--- src/rtl/axis_packet_arbiter.sv ---
// Packet-level round-robin arbiter merging NUM_SOURCES AXI-Stream inputs onto one output.
// The grant is locked from a packet's first beat until its last beat is accepted.
module axis_packet_arbiter #(
   parameter int NUM_SOURCES     = 4,
   parameter int DATA_WIDTH      = 32,
   parameter int DATA_BYTE_WIDTH = DATA_WIDTH/8,
   parameter int GRANT_WIDTH     = $clog2(NUM_SOURCES)
) (
   input  logic                                   clk,
   input  logic                                   rst,
   input  logic [NUM_SOURCES-1:0]                 valid_in,
   input  logic [NUM_SOURCES*DATA_WIDTH-1:0]      data_in,
   input  logic [NUM_SOURCES*DATA_BYTE_WIDTH-1:0] keep_in,
   input  logic [NUM_SOURCES-1:0]                 last_in,
   output logic [NUM_SOURCES-1:0]                 ready_out,
   output logic                                   valid_out,
   output logic [DATA_WIDTH-1:0]                  data_out,
   output logic [DATA_BYTE_WIDTH-1:0]             keep_out,
   output logic                                   last_out,
   input  logic                                   ready_in,
   output logic [GRANT_WIDTH-1:0]                 grant_out,
   output logic                                   busy_out
);

   typedef enum logic {IDLE, LOCKED} state_t;

   state_t                 state, state_nxt;
   logic [GRANT_WIDTH-1:0] grant, grant_nxt, prio_ptr, prio_nxt;
   logic [GRANT_WIDTH-1:0] grant_inc, scan_start, pick_idx;
   logic [NUM_SOURCES-1:0] req;
   logic                   pick_vld, locked, accept;

   logic [NUM_SOURCES-1:0][DATA_WIDTH-1:0]      data_arr;
   logic [NUM_SOURCES-1:0][DATA_BYTE_WIDTH-1:0] keep_arr;

   assign data_arr  = data_in;
   assign keep_arr  = keep_in;
   assign locked    = (state == LOCKED);
   assign grant_inc = (grant == GRANT_WIDTH'(NUM_SOURCES-1)) ? '0 : grant + GRANT_WIDTH'(1);
   assign accept    = locked & valid_in[grant] & ready_in;
   assign grant_out = grant;

   // While locked, the current owner is masked and the scan starts just past it,
   // so the next packet can follow the last beat with no bubble.
   always_comb begin
      req        = valid_in;
      scan_start = prio_ptr;
      if (locked) begin
         req[grant] = 1'b0;
         scan_start = grant_inc;
      end
   end

   // Descending loop: the lowest offset from scan_start is assigned last and wins.
   always_comb begin
      pick_vld = 1'b0;
      pick_idx = '0;
      for (int k = NUM_SOURCES-1; k >= 0; k--) begin
         if (req[(int'(scan_start) + k) % NUM_SOURCES]) begin
            pick_vld = 1'b1;
            pick_idx = GRANT_WIDTH'((int'(scan_start) + k) % NUM_SOURCES);
         end
      end
   end

   always_comb begin
      state_nxt = state;
      grant_nxt = grant;
      prio_nxt  = prio_ptr;
      valid_out = 1'b0;
      data_out  = '0;
      keep_out  = '0;
      last_out  = 1'b0;
      ready_out = '0;
      busy_out  = 1'b0;
      case (state)
         IDLE: begin
            if (pick_vld) begin
               state_nxt = LOCKED;
               grant_nxt = pick_idx;
            end
         end
         LOCKED: begin
            valid_out        = valid_in[grant];
            data_out         = data_arr[grant];
            keep_out         = keep_arr[grant];
            last_out         = last_in[grant];
            ready_out[grant] = ready_in;
            busy_out         = 1'b1;
            if (accept && last_in[grant]) begin
               prio_nxt = grant_inc;
               if (pick_vld) grant_nxt = pick_idx;
               else          state_nxt = IDLE;
            end
         end
         default: state_nxt = IDLE;
      endcase
   end

   always_ff @(posedge clk) begin
      if (rst) begin
         state    <= IDLE;
         grant    <= '0;
         prio_ptr <= '0;
      end else begin
         state    <= state_nxt;
         grant    <= grant_nxt;
         prio_ptr <= prio_nxt;
      end
   end

endmodule

--- config.mk ---
export PLATFORM = sky130hd
export DESIGN_NAME = axis_packet_arbiter
export DESIGN_NICKNAME = d
export VERILOG_FILES = /design/src/rtl/axis_packet_arbiter.sv
export SDC_FILE = /design/constraint.sdc
export NUM_CORES = 1
export LEC_CHECK = 0
export BUFFER_PORTS_ARGS = -buffer_cell sky130_fd_sc_hd__buf_2
export CAP_MARGIN = 20
export CORE_MARGIN = 8
export CORE_UTILIZATION = 31
export CTS_BUF_LIST = sky130_fd_sc_hd__clkbuf_2 sky130_fd_sc_hd__clkbuf_4 sky130_fd_sc_hd__clkbuf_8
export DETAILED_ROUTE_END_ITERATION = 7
export GPL_ROUTABILITY_DRIVEN = 0
export PLACE_DENSITY = 0.9
export SLEW_MARGIN = 20
export SYNTH_ARGS = -nofsm -noshare
export SYNTH_HDL_FRONTEND = slang
export SYNTH_SLANG_ARGS = --single-unit
--- constraint.sdc ---
create_clock -name clk -period 2.05 [get_ports clk]
set_input_delay 0.1025 -clock clk [delete_from_list [all_inputs] [get_ports clk]]
set_output_delay 0.1025 -clock clk [all_outputs]
set_load 0.03 [all_outputs]
==> impl_metrics.json, run 1 <==
{
  "cts_max_level": 1,
  "cts.path.max_buffers": 2,
  "synth_area_mm2": 0.001668,
  "p_leak_nw": 1.432,
  "track_usage_pct": 19.01,
  "crit_buf_inv": 2,
  "synth_edf_count": 0,
  "worst_setup_path_start_kind": "flop",
  "grt_antenna_before_repair": 0,
  "synth_seq_cells": 5,
  "yosys_warnings": 0,
  "worst_slew_pin_slew_ns": 0.4544,
  "pwr-share-seq_pct": 8.5,
  "clock_latency_ns": 0.23,
  "wl_per_cell_um": 19.86,
  "status": "complete, no violations",
  "crit_fanout": 18,
  "cp_top_family": "multiplexers",
  "clk_pin_slew_ns": 0.04,
  "syn_inst": 154,
  "grt_max_degree": 23,
  "areaGrowthSynthToFinish_pct": 67.82,
  "synth_top_cell_by_area": "mux4_2",
  "io_buffers": 199,
  "grt_pass1_vias": 2384,
  "min_period_ns": 1.952,
  "min_path_cells": 2,
  "period_share_pct": 95.23,
  "routed_via_density": 5.181,
  "root_buffer": "clkbuf_8",
  "max-cap-violations": 0,
  "syn_nets": 313,
  "crit_path_cell_trace": "buf_4 -> mux4_2 -> and2_1 -> buf_2",
  "p_clk_share_pct": 13.2,
  "clock_sinks": 5,
  "max-slew-margin-rel_pct": 69.66,
  "die_x_um": 89.35,
  "vdd_drop_max_mv": 0.3926,
  "dp_slack_ns": 0.2326,
  "synthFlopType": "dfxtp_1",
  "start_util_pct": 32.45,
  "drtAntennaViolNets": 0,
  "crit_path_end_kind": "output pin",
  "ys_top_cells_by_count": "38 x and2_1, 38 x mux4_2, 7 x buf_2, 6 x inv_1",
  "hold_path_class": "input port to flop",
  "setup_tns_ns": 0,
  "r2r_start": "grant_out[0]",
  "drive_above_1_share_pct": 73.14,
  "p_int_uw": 858.4,
  "postCtsResizedCells": 0,
  "finClkSkew_ns": 0.005625,
  "synth-seq-area-share_pct": 6.002,
  "gr-total-overflow": 0,
  "route.final.wire_length_um": 8340,
  "syn_area_per_cell_um2": 10.83,
  "row_count": 26,
  "fin_nets": 510,
  "die-area_mm2": 0.007983,
  "cp_slowest_cell": "mux4_2",
  "p_sw_uw": 718.1,
  "core_mm2": 0.005140,
  "combPwrFrac_pct": 78.3,
  "place_hpwl_um": 7360,
  "critPathKind": "flop to output pin",
  "r2r-end": "grant_out[1]",
  "grt_pass1_wl_um": 11780,
  "cp_data_required_time_ns": 1.95,
  "grt_setup_unrepaired": "false",
  "crit_arrival_ns": 1.85,
  "hold_violations": 0,
  "io_pins": 200,
  "p_sw_share_pct": 45.55,
  "fmax_mhz": 512.2,
  "slew_violations": 0,
  "fin_ws_ns": 0.09774,
  "cts_tree": "done",
  "synthTopCellsByArea": "mux4_2 51%, and2_1 14%, dfxtp_1 6.0%, ha_1 3.0%, buf_2 2.1%",
  "antennaDiodeCount": 0,
  "yosysTopAreaCellShare_pct": 51.31,
  "cts_hold_buffers": 0,
  "drc": 0,
  "r2r_cells": 7,
  "setup_viol": 0,
  "dr.pass1.iters": 4,
  "first_iter_violations": 62,
  "synth_cell_types": 37,
  "hold_path_end": "grant_out[1]",
  "post-cts-setup-buffers": 0,
  "powerDensity_mw_per_mm2": 563.2,
  "die_h_um": 89.35,
  "worst_path_largest_cell_delay_ns": 0.55,
  "hp-start": "rst",
  "numCtsBuffers": 3,
  "synthArstFlopShare_pct": 0,
  "reg2reg_slack_ns": 0.22,
  "vias": 2176
}
==> kinds of logic (layout without fill, tap and decap cells) <==
| family | Yosys count | count (layout) | synth area share (%) |
|---|---|---|---|
| flops | 5 | 5 | 6.002 |
| compound gates | 21 | 21 | 9.228 |
| buf+inv | 21 | 217 | 5.926 |
| simple gates | 62 | 62 | 22.73 |
| fa+ha+maj | 4 | 4 | 3.001 |
| mux | 41 | 41 | 53.11 |
==> area by class of cell <==
cell class	instances	area, µm²
inverters	6	22.52
clock buffers	4	48.80
well taps	70	87.58
repair buffers	207	1060
multi-input cells	128	1473
fillers	482	2341
flip-flops and latches	5	107.6
==> power by group through the flow <==
stage	combinational [mW]	clock [mW]	sequential, mW
floorplan	0.874	0	0.141
global placement	1.20	0	0.134
detailed placement	1.24	0	0.135
CTS	1.24	0.213	0.133
global route	1.32	0.218	0.137
finish	1.23	0.209	0.133
==> cell usage in the layout, fill, tap and decap left out, types with 2 or more instances in the layout <==
| cell type | count |
|---|---|
| nor2_1 | 5 |
| nand2_1 | 3 |
| buf_4 | 7 |
| mux4_2 | 38 |
| o221ai_1 | 3 |
| dfxtp_4 | 2 |
| mux2i_1 | 2 |
| nand2b_1 | 4 |
| and3_1 | 4 |
| dfxtp_1 | 3 |
| a21oi_1 | 5 |
| buf_2 | 199 |
| inv_1 | 6 |
| clkbuf_8 | 3 |
| ha_1 | 4 |
| and2_1 | 38 |
==> how the worst max path moves through the flow <==
| stage | endpoint | startpoint | cells past startpoint |
|---|---|---|---|
| after floorplan | grant_out[1] | grant_out[1] | 9 |
| final | data_out[30] | grant_out[0] | 4 |
| after CTS | data_out[28] | grant_out[0] | 4 |
| after global placement | prio_ptr[0] | grant_out[0] | 6 |
| after global routing | data_out[30] | grant_out[0] | 4 |
| after detailed placement | grant_out[1] | grant_out[0] | 6 |
==> state kept, by name, indices dropped and copies added (netlist names) <==
register and flops:
grant_out 2, locked 1, prio_ptr 2
==> layer usage <==
| metal | up-vias | share of wire [%] | track usage, % |
|---|---|---|---|
| met4 | 0 | 3.2 | 7.402 |
| met3 | 26 | 10 | 5.699 |
| li1 | 1001 | - | - |
| met5 | - | 0 | 0 |
| met2 | 120 | 55 | 36.43 |
| met1 | 1029 | 32 | 18.48 |
==> metrics by stage <==
| stage | cells | util (%) | power, mW | hold slack (ns) | instance area, µm² |
|---|---|---|---|---|---|
| after floorplan | 154 | - | 1.015 | 0.1619 | 1694 |
| after global placement | 416 | 53.43 | 1.338 | 0.3448 | 2746 |
| after detailed placement | 416 | 53.43 | 1.374 | 0.3547 | 2746 |
| after CTS | 420 | 54.38 | 1.589 | 0.1097 | 2795 |
| after global routing | 420 | 54.45 | 1.670 | 0.1259 | 2799 |
| final | 420 | 54.45 | 1.576 | 0.1126 | 2799 |
(Power assumes the default switching activity.)
==> run 2, diff against run 1 <==
CORE_MARGIN = 2   (was 8)
==> run 2 against run 1 <==
  * Fmax is 1.7% higher
  * Highest routed layer unchanged
  * Largest cell class unchanged
  * Combinational power hardly changed
  * Wire length is 13% lower
  * Critical path depth is 3 higher
  * Via count is 1.2% higher
  * Register-to-register slack worse by 0.09 ns
  * Clock skew is 0.0047 ns lower
==> impl_metrics.json, run 2 (synthesis gave the netlist of run 1 again) <==
{
  "io_pins": 200,
  "fmax_mhz": 520.9,
  "worst_path_largest_cell_delay_ns": 0.48,
  "die-area_mm2": 0.005983,
  "areaGrowthSynthToFinish_pct": 67.44,
  "setup_tns_ns": 0,
  "grt_pass1_wl_um": 11330,
  "grt_max_degree": 29,
  "hp-start": "rst",
  "regArea_um2": 107.6,
  "gr-total-overflow": 0,
  "io_buffers": 199,
  "multi_input_area_mm2": 0.001473,
  "min_period_ns": 1.920,
  "r2r_start": "grant_out[0]",
  "slew_violations": 0,
  "dr.pass1.iters": 5,
  "drtAntennaViolNets": 0,
  "route.final.wire_length_um": 7220,
  "die_x_um": 77.35,
  "max-cap-violations": 0,
  "finClkSkew_ns": 0.0009069,
  "cts_max_level": 1,
  "cts_tree": "done",
  "place_hpwl_um": 6098,
  "cts.path.max_buffers": 2,
  "post-cts-setup-buffers": 0,
  "wl_per_cell_um": 17.27,
  "setup_viol": 0,
  "grt_pass1_vias": 2332,
  "die_h_um": 77.35,
  "track_usage_pct": 23.50,
  "clock_latency_ns": 0.23,
  "numCtsBuffers": 3,
  "vias": 2202,
  "mostFrequentLayoutCells": "199 x buf_2, 38 x mux4_2, 38 x and2_1, 6 x inv_1",
  "core_mm2": 0.005140,
  "hold_violations": 0,
  "cp_slowest_cell": "o31ai_1",
  "worst_setup_path_start_kind": "flop",
  "max-slew-margin-rel_pct": 65.08,
  "worst_slew_pin_slew_ns": 0.5231,
  "status": "complete, no violations",
  "crit_path_cell_trace": "inv_1 -> ha_1 -> nand2b_1 -> o221ai_1 -> o31ai_1 -> o21ai_1 -> mux2i_1",
  "grt_antenna_before_repair": 0,
  "crit_arrival_ns": 2.02,
  "period_share_pct": 93.65,
  "fillerInstances": 484,
  "row_count": 26,
  "critPathLaunch": "grant_out[0]",
  "fin_nets": 508,
  "crit_path_end_kind": "flop",
  "hold_path_class": "input port to flop",
  "crit_fanout": 5,
  "final_util_pct": 54.33,
  "cp_data_required_time_ns": 2.15,
  "root_buffer": "clkbuf_8",
  "drive_above_1_share_pct": 72.99,
  "critPathKind": "flop to flop",
  "final_common_cell": "buf_2",
  "grt_setup_unrepaired": "false",
  "p_leak_nw": 1.425,
  "antennaDiodeCount": 0,
  "cts_hold_buffers": 0,
  "powerDensity_mw_per_mm2": 564.1,
  "start_util_pct": 32.45,
  "drc": 0,
  "vdd_drop_max_mv": 0.3832,
  "routed_via_density": 5.268,
  "clock_sinks": 5,
  "postCtsResizedCells": 0,
  "first_iter_violations": 120,
  "clk_pin_slew_ns": 0.04
}
## run 2: changes by cell type in the layout (fill, tap and decap cells not counted)
| cell | before | now |
|---|---|---|
| buf_4 | 7 | 5 |
| buf_12 | 0 | 1 |
| buf_6 | 1 | 0 |
## run 2: worst paths after layout
kind	to	slack (ns)	cells after the start
max	grant_out[0]	0.13	7
min	grant_out[1]	0.12	2
max reg2reg	grant_out[0]	0.13	7
min reg2reg	prio_ptr[0]	0.49	2
## run 2: metal layers
metal,vias to the layer above,GRT usage [%],routed length [µm]
met1,1051,28.01,2633
met4,0,9.107,231
met5,-,0,0
met2,132,42.43,3795
met3,22,3.488,561
li1,997,-,-
## run 2: stage by stage
step | hold slack, ns | instances | power [mW] | cell area, µm² | worst slack, ns
after CTS | 0.1088 | 418 | 1.584 | 2793 | 0.1676
after global routing | 0.1391 | 418 | 1.673 | 2793 | 0.05773
final | 0.1207 | 418 | 1.575 | 2793 | 0.1302
after global placement | 0.3467 | 414 | 1.341 | 2744 | 0.2851
after detailed placement | 0.3484 | 414 | 1.376 | 2744 | 0.2109
after floorplan | 0.1619 | 154 | 1.015 | 1694 | 0.02257
## run 2: final cells by class
class | count | area share [%]
Timing Repair Buffer | 205 | 37.72
Inverter | 6 | 0.8065
Sequential cell | 5 | 3.853
Multi-Input combinational cell | 128 | 52.73
Clock buffer | 4 | 1.747
Tap cell | 70 | 3.136
## run 2: power by group
| part | internal [mW] | switching [mW] |
|---|---|---|
| Clock | 0.147 | 0.0551 |
| Combinational | 0.602 | 0.641 |
| Sequential | 0.112 | 0.0187 |
## run 2: critical path: cells and delay by family (launching register included)
kind | cells | cell delay, ns
flip-flops | 1 | 0.36
AO/OA/AOI/OAI | 3 | 0.87
adder cells (fa/ha/maj) | 1 | 0.21
multiplexers | 1 | 0.16
AND/OR/NAND/NOR | 1 | 0.12
buffers and inverters | 1 | 0.09
